--- src/rtl/timer.sv ---
// Machine timer: 64-bit mtime with prescaler, 64-bit mtimecmp and a level
// interrupt, exposed as a word-addressed bus device.
module timer #(
    parameter int unsigned PrescaleWidth = 16
) (
    input  logic        clk_i,
    input  logic        rst_ni,
    input  logic        device_req_i,
    input  logic [31:0] device_addr_i,
    input  logic        device_we_i,
    input  logic [3:0]  device_be_i,
    input  logic [31:0] device_wdata_i,
    output logic        device_rvalid_o,
    output logic [31:0] device_rdata_o,
    output logic        timer_irq_o
);

    localparam logic [9:0] IdxMtimeLo = 10'd0;
    localparam logic [9:0] IdxMtimeHi = 10'd1;
    localparam logic [9:0] IdxCmpLo   = 10'd2;
    localparam logic [9:0] IdxCmpHi   = 10'd3;
    localparam logic [9:0] IdxCtrl    = 10'd4;
    localparam logic [9:0] IdxPre     = 10'd5;

    logic [63:0]              mtime_q, mtime_d;
    logic [63:0]              mtimecmp_q, mtimecmp_d;
    logic                     en_q, en_d;
    logic [PrescaleWidth-1:0] prescale_q, prescale_d;
    logic [PrescaleWidth-1:0] pcnt_q, pcnt_d;
    logic                     rvalid_q, rvalid_d;
    logic [31:0]              rdata_q, rdata_d;
    logic                     irq_q, irq_d;

    logic [9:0]  widx;
    logic        wr, rd;
    logic        sel_mlo, sel_mhi, sel_clo, sel_chi, sel_ctrl, sel_pre;
    logic        ctl_wr, hit, tick;
    logic [31:0] pre_wr;
    logic        unused_addr;

    assign widx        = device_addr_i[11:2];
    assign unused_addr = ^{device_addr_i[31:12], device_addr_i[1:0]};

    function automatic logic [31:0] merge_bytes(
        input logic [31:0] old,
        input logic [31:0] wd,
        input logic [3:0]  be
    );
        logic [31:0] r;
        for (int i = 0; i < 4; i++) begin
            r[8*i +: 8] = be[i] ? wd[8*i +: 8] : old[8*i +: 8];
        end
        return r;
    endfunction

    always_comb begin
        wr       = device_req_i & device_we_i;
        rd       = device_req_i & ~device_we_i;
        sel_mlo  = widx == IdxMtimeLo;
        sel_mhi  = widx == IdxMtimeHi;
        sel_clo  = widx == IdxCmpLo;
        sel_chi  = widx == IdxCmpHi;
        sel_ctrl = widx == IdxCtrl;
        sel_pre  = widx == IdxPre;
        // Reprogramming the tick source restarts the prescale phase.
        ctl_wr   = wr & (sel_ctrl | sel_pre);
        hit      = en_q & (pcnt_q == prescale_q);
        tick     = hit & ~ctl_wr;
    end

    always_comb begin
        pcnt_d = pcnt_q;
        if (ctl_wr) begin
            pcnt_d = '0;
        end else if (en_q) begin
            pcnt_d = hit ? '0 : pcnt_q + PrescaleWidth'(1);
        end
    end

    always_comb begin
        mtime_d    = tick ? mtime_q + 64'd1 : mtime_q;
        mtimecmp_d = mtimecmp_q;
        en_d       = en_q;
        prescale_d = prescale_q;
        pre_wr     = merge_bytes(32'(prescale_q), device_wdata_i, device_be_i);
        if (wr) begin
            unique case (1'b1)
                sel_mlo: mtime_d = {mtime_q[63:32],
                    merge_bytes(mtime_q[31:0], device_wdata_i, device_be_i)};
                sel_mhi: mtime_d = {
                    merge_bytes(mtime_q[63:32], device_wdata_i, device_be_i),
                    tick ? mtime_q[31:0] + 32'd1 : mtime_q[31:0]};
                sel_clo: mtimecmp_d[31:0] =
                    merge_bytes(mtimecmp_q[31:0], device_wdata_i, device_be_i);
                sel_chi: mtimecmp_d[63:32] =
                    merge_bytes(mtimecmp_q[63:32], device_wdata_i, device_be_i);
                sel_ctrl: en_d = device_be_i[0] ? device_wdata_i[0] : en_q;
                sel_pre: prescale_d = pre_wr[PrescaleWidth-1:0];
                default: ;
            endcase
        end
    end

    always_comb begin
        rvalid_d = device_req_i;
        irq_d    = mtime_q >= mtimecmp_q;
        rdata_d  = '0;
        if (rd) begin
            unique case (1'b1)
                sel_mlo:  rdata_d = mtime_q[31:0];
                sel_mhi:  rdata_d = mtime_q[63:32];
                sel_clo:  rdata_d = mtimecmp_q[31:0];
                sel_chi:  rdata_d = mtimecmp_q[63:32];
                sel_ctrl: rdata_d = {31'd0, en_q};
                sel_pre:  rdata_d = 32'(prescale_q);
                default:  rdata_d = '0;
            endcase
        end
    end

    always_ff @(posedge clk_i or negedge rst_ni) begin
        if (!rst_ni) begin
            mtime_q    <= '0;
            mtimecmp_q <= '1;
            en_q       <= 1'b0;
            prescale_q <= '0;
            pcnt_q     <= '0;
            rvalid_q   <= 1'b0;
            rdata_q    <= '0;
            irq_q      <= 1'b0;
        end else begin
            mtime_q    <= mtime_d;
            mtimecmp_q <= mtimecmp_d;
            en_q       <= en_d;
            prescale_q <= prescale_d;
            pcnt_q     <= pcnt_d;
            rvalid_q   <= rvalid_d;
            rdata_q    <= rdata_d;
            irq_q      <= irq_d;
        end
    end

    assign device_rvalid_o = rvalid_q;
    assign device_rdata_o  = rdata_q;
    assign timer_irq_o     = irq_q;

endmodule
--- config.mk ---
export PLATFORM = sky130hd
export DESIGN_NAME = timer
export DESIGN_NICKNAME = d
export VERILOG_FILES = /design/src/rtl/timer.sv
export SDC_FILE = /design/constraint.sdc
export NUM_CORES = 1
export LEC_CHECK = 0
export ABC_AREA = 1
export BUFFER_PORTS_ARGS = -buffer_cell sky130_fd_sc_hd__buf_2
export CAP_MARGIN = 15
export CORE_MARGIN = 5
export CORE_UTILIZATION = 60
export CTS_CLUSTER_SIZE = 16
export DETAILED_ROUTE_END_ITERATION = 10
export PLACE_DENSITY = 0.83
export SLEW_MARGIN = 15
export SYNTH_ARGS = -nofsm -noshare
export SYNTH_HDL_FRONTEND = slang
export SYNTH_SLANG_ARGS = --single-unit
--- constraint.sdc ---
create_clock -name clk_i -period 3.6 [get_ports clk_i]
set_input_delay 0.36 -clock clk_i [delete_from_list [all_inputs] [get_ports clk_i]]
set_output_delay 0.36 -clock clk_i [all_outputs]
set_load 0.005 [all_outputs]
==> impl_metrics.tcl <==
set metrics [dict create \
    ir_drop_mv 0.338 \
    avgSynthCellArea_sq_um 6.74 \
    clkTransAtPathRegs_ns 0.08 \
    p_int_uw 3930 \
    cp_max_fo 8 \
    antenna_cells 0 \
    startpoint "mtime_q[2]" \
    critPathCaptureType "flop" \
    yosysWarnings 0 \
    cts_buffer_depth 2 \
    tns_ns 0 \
    setup_violations 0 \
    core_area_sq_um 23300 \
    nets 2306 \
    tightest_slew_ns 0.964 \
    drt_iter0_markers 2067 \
    finalPower_uw 6820 \
    maxCapViolCount 0 \
    arrival_ns 3.22 \
    p_seq_share_pct 37.9 \
    hpwlAfterDp_um 40300 \
    cts.repair_timing.setup_buffer_count 0 \
    syn-cell-area_sq_um 14100 \
    pwr-share-comb_pct 32.5 \
    grt_first_pass_wirelength_um 80800 \
    insertion_delay_ns 0.45 \
    crit_buf_inv 1 \
    final_cells 2500 \
    synth_top_area_share_pct 23.2 \
    crit_cells 11 \
    via_count 15082 \
    rsz0062_at_grt "no" \
    synthArstFlopShare_pct 100 \
    yosys.area.top_type "dfrtp_1" \
    hold_class "input port to flop" \
    p_per_area_nw_per_um2 441 \
    status "complete, no violations" \
    final_cell_mix "655 x nand2_1, 250 x inv_1, 243 x nor2_1" \
    synthCells 2097 \
    finalHoldViolations 0 \
    synth.distinct_cells 54 \
    critPathTopFamily "simple AND/OR/NAND/NOR gates" \
    swShare_pct 42.4 \
    r2r_end "mtime_q[35]" \
    cts_tree "built" \
    io_pins 106 \
    power.share.clock_pct 29.6 \
    crit_type "flop to flop" \
    worstRegToRegCells 11 \
    postCtsHoldBufs 1 \
    ys_seq_area_share_pct 35.1 \
    cts_inserted_buffers 17 \
    gp_congestion 1.13 \
    grt_pass1_vias 14333 \
    min_period_over_period_pct 79.4 \
    placedCellCount 2467 \
    drive_gt1_share_pct 12.8 \
    initial_utilization_pct 60.5 \
    reg2reg_slack_ns 0.74 \
    h-tree-depth 4 \
    dr.pass1.iters 6 \
    row_count 56 \
    antenna_found_initial 0 \
    die_h_um 163 \
    critPathMostFrequentCell "nand2_1" \
    dieArea_sq_um 26700 \
    synth_area_leaders "dfrtp_1 23%, nand2_1 17%, dfstp_2 12%" \
    grt_max_degree 71 \
    grt_usage_pct 39.6 \
    r2r_start "mtime_q[2]" \
    clkSinkCount 195 \
    crit_end "mtime_q[35]" \
    start_kind "flop" \
    path_cells "nand3_2 > inv_1 > nand2_1 > nor2_4 > nand2_1 > nor2_1 > nand2_1 > nor2_1 > xor2_1 > nand2_1 > a21oi_1" \
    period_needed_ns 2.86 \
    slew_viol_final 0 \
    antenna_left 0 \
    drc 0 \
    drt_wl_total_um 52600 \
    final_common_cell "nand2_1" \
    grt-ovfl-total 0 \
    syn_nets 2235 \
    die_w_um 163 \
    clock.fmax_mhz 350 \
    synthToLayoutAreaGrowth_pct 9.34 \
    post_cts_resized 0 \
    p_leak_uw 0.00719 \
    synth_edf_count 0 \
    io_buffers 83 \
    critPathSlowestCell "dfrtp_1" \
    required_ns 3.96 \
    timing.critical_path.slowest_cell_delay_ns 0.58 \
    slew_headroom_pct 35.3 \
    finalClockSkew_ns 0.0149 \
    clockRootBuffer "clkbuf_16" \
    ys_ff_latch 195 \
    via_per_inst 6.03 \
    post_drt_wl_per_cell_um 21.0 \
    p_switching_uw 2890 \
    synth-main-ff-cell "dfrtp_1" \
]
-- worst register-to-register path, stage by stage, from the launching register on --
cell     delay, ns
dfrtp_1       0.58
nand3_2       0.28
inv_1         0.21
nand2_1       0.26
nor2_4        0.28
nand2_1       0.18
nor2_1        0.29
nand2_1       0.08
nor2_1        0.17
xor2_1        0.17
nand2_1       0.10
a21oi_1       0.17
-- per-layer routing --
layer / vias up / part of all wire, % / GRT usage (%) / wire [um]
li1: 6949 / - / - / -
met5: - / 0 / 0 / 0
met4: 0 / 6.8 / 22.2 / 3560
met3: 242 / 11 / 7.90 / 5910
met2: 1036 / 44 / 62.0 / 23200
met1: 6855 / 38 / 51.5 / 20000
-- cells by family after synthesis --
logic type	synth area share, %
adder cells (fa/ha/maj)	5.85
AND/OR/NAND/NOR	35.1
XOR/XNOR	1.30
flip-flops	35.1
buffers and inverters	9.10
AO/OA/AOI/OAI	13.6
-- area by class of cell --
class	instances	area (sq um)
Multi-Input combinational cell	1580	7880
Clock inverter	14	169
Timing Repair Buffer	102	582
Sequential cell	195	4960
Fill cell	2168	7890
Tap cell	319	399
Inverter	272	1030
Clock buffer	18	429
-- how the worst min path moves through the flow --
| stage | start | end | slack, ns | depth (start not counted) |
|---|---|---|---|---|
| floorplan | rst_ni | device_rdata_o[0] | 0.06 | 0 |
| global placement | rst_ni | pcnt_q[10] | 0.39 | 1 |
| detailed placement | rst_ni | pcnt_q[10] | 0.40 | 1 |
| CTS | device_req_i | device_rvalid_o | 0.06 | 1 |
| global route | device_req_i | device_rvalid_o | 0.06 | 1 |
| finish | device_req_i | device_rvalid_o | 0.06 | 1 |
-- Yosys cell counts, types with 22 or more instances --
master	n
nand2_2	24
a21oi_1	114
nand4_1	47
nand2_1	655
dfstp_2	64
o21ai_1	22
o21ai_0	131
nor3_1	55
ha_1	66
clkbuf_1	22
dfrtp_1	131
inv_1	250
nand3_1	70
o22ai_1	28
nor2_1	243
-- per-stage QoR --
stage,hold WS [ns],instance area (sq um),setup WS (ns),util (%)
after floorplan,0.0644,14100,1.71,-
after global placement,0.393,14800,0.756,63.6
after detailed placement,0.404,14800,0.730,63.6
after CTS,0.0571,15400,0.863,66.2
after global routing,0.0588,15400,0.711,66.2
final,0.0616,15400,0.743,66.2
-- sequential cells by signal (all words and copies together), names as in the netlist --
name	count
mtime_q	64
en_q	1
pcnt_q	16
timer_irq_o	1
device_rdata_o	32
prescale_q	16
device_rvalid_o	1
mtimecmp_q	64
-- power groups by stage --
stage	Combinational (uW)	Clock (uW)	Sequential, uW
floorplan	1440	0	2520
global placement	2050	0	2600
detailed placement	2120	0	2610
CTS	2130	2020	2570
global route	2400	2120	2600
finish	2210	2020	2580
(Power assumes the default switching activity.)
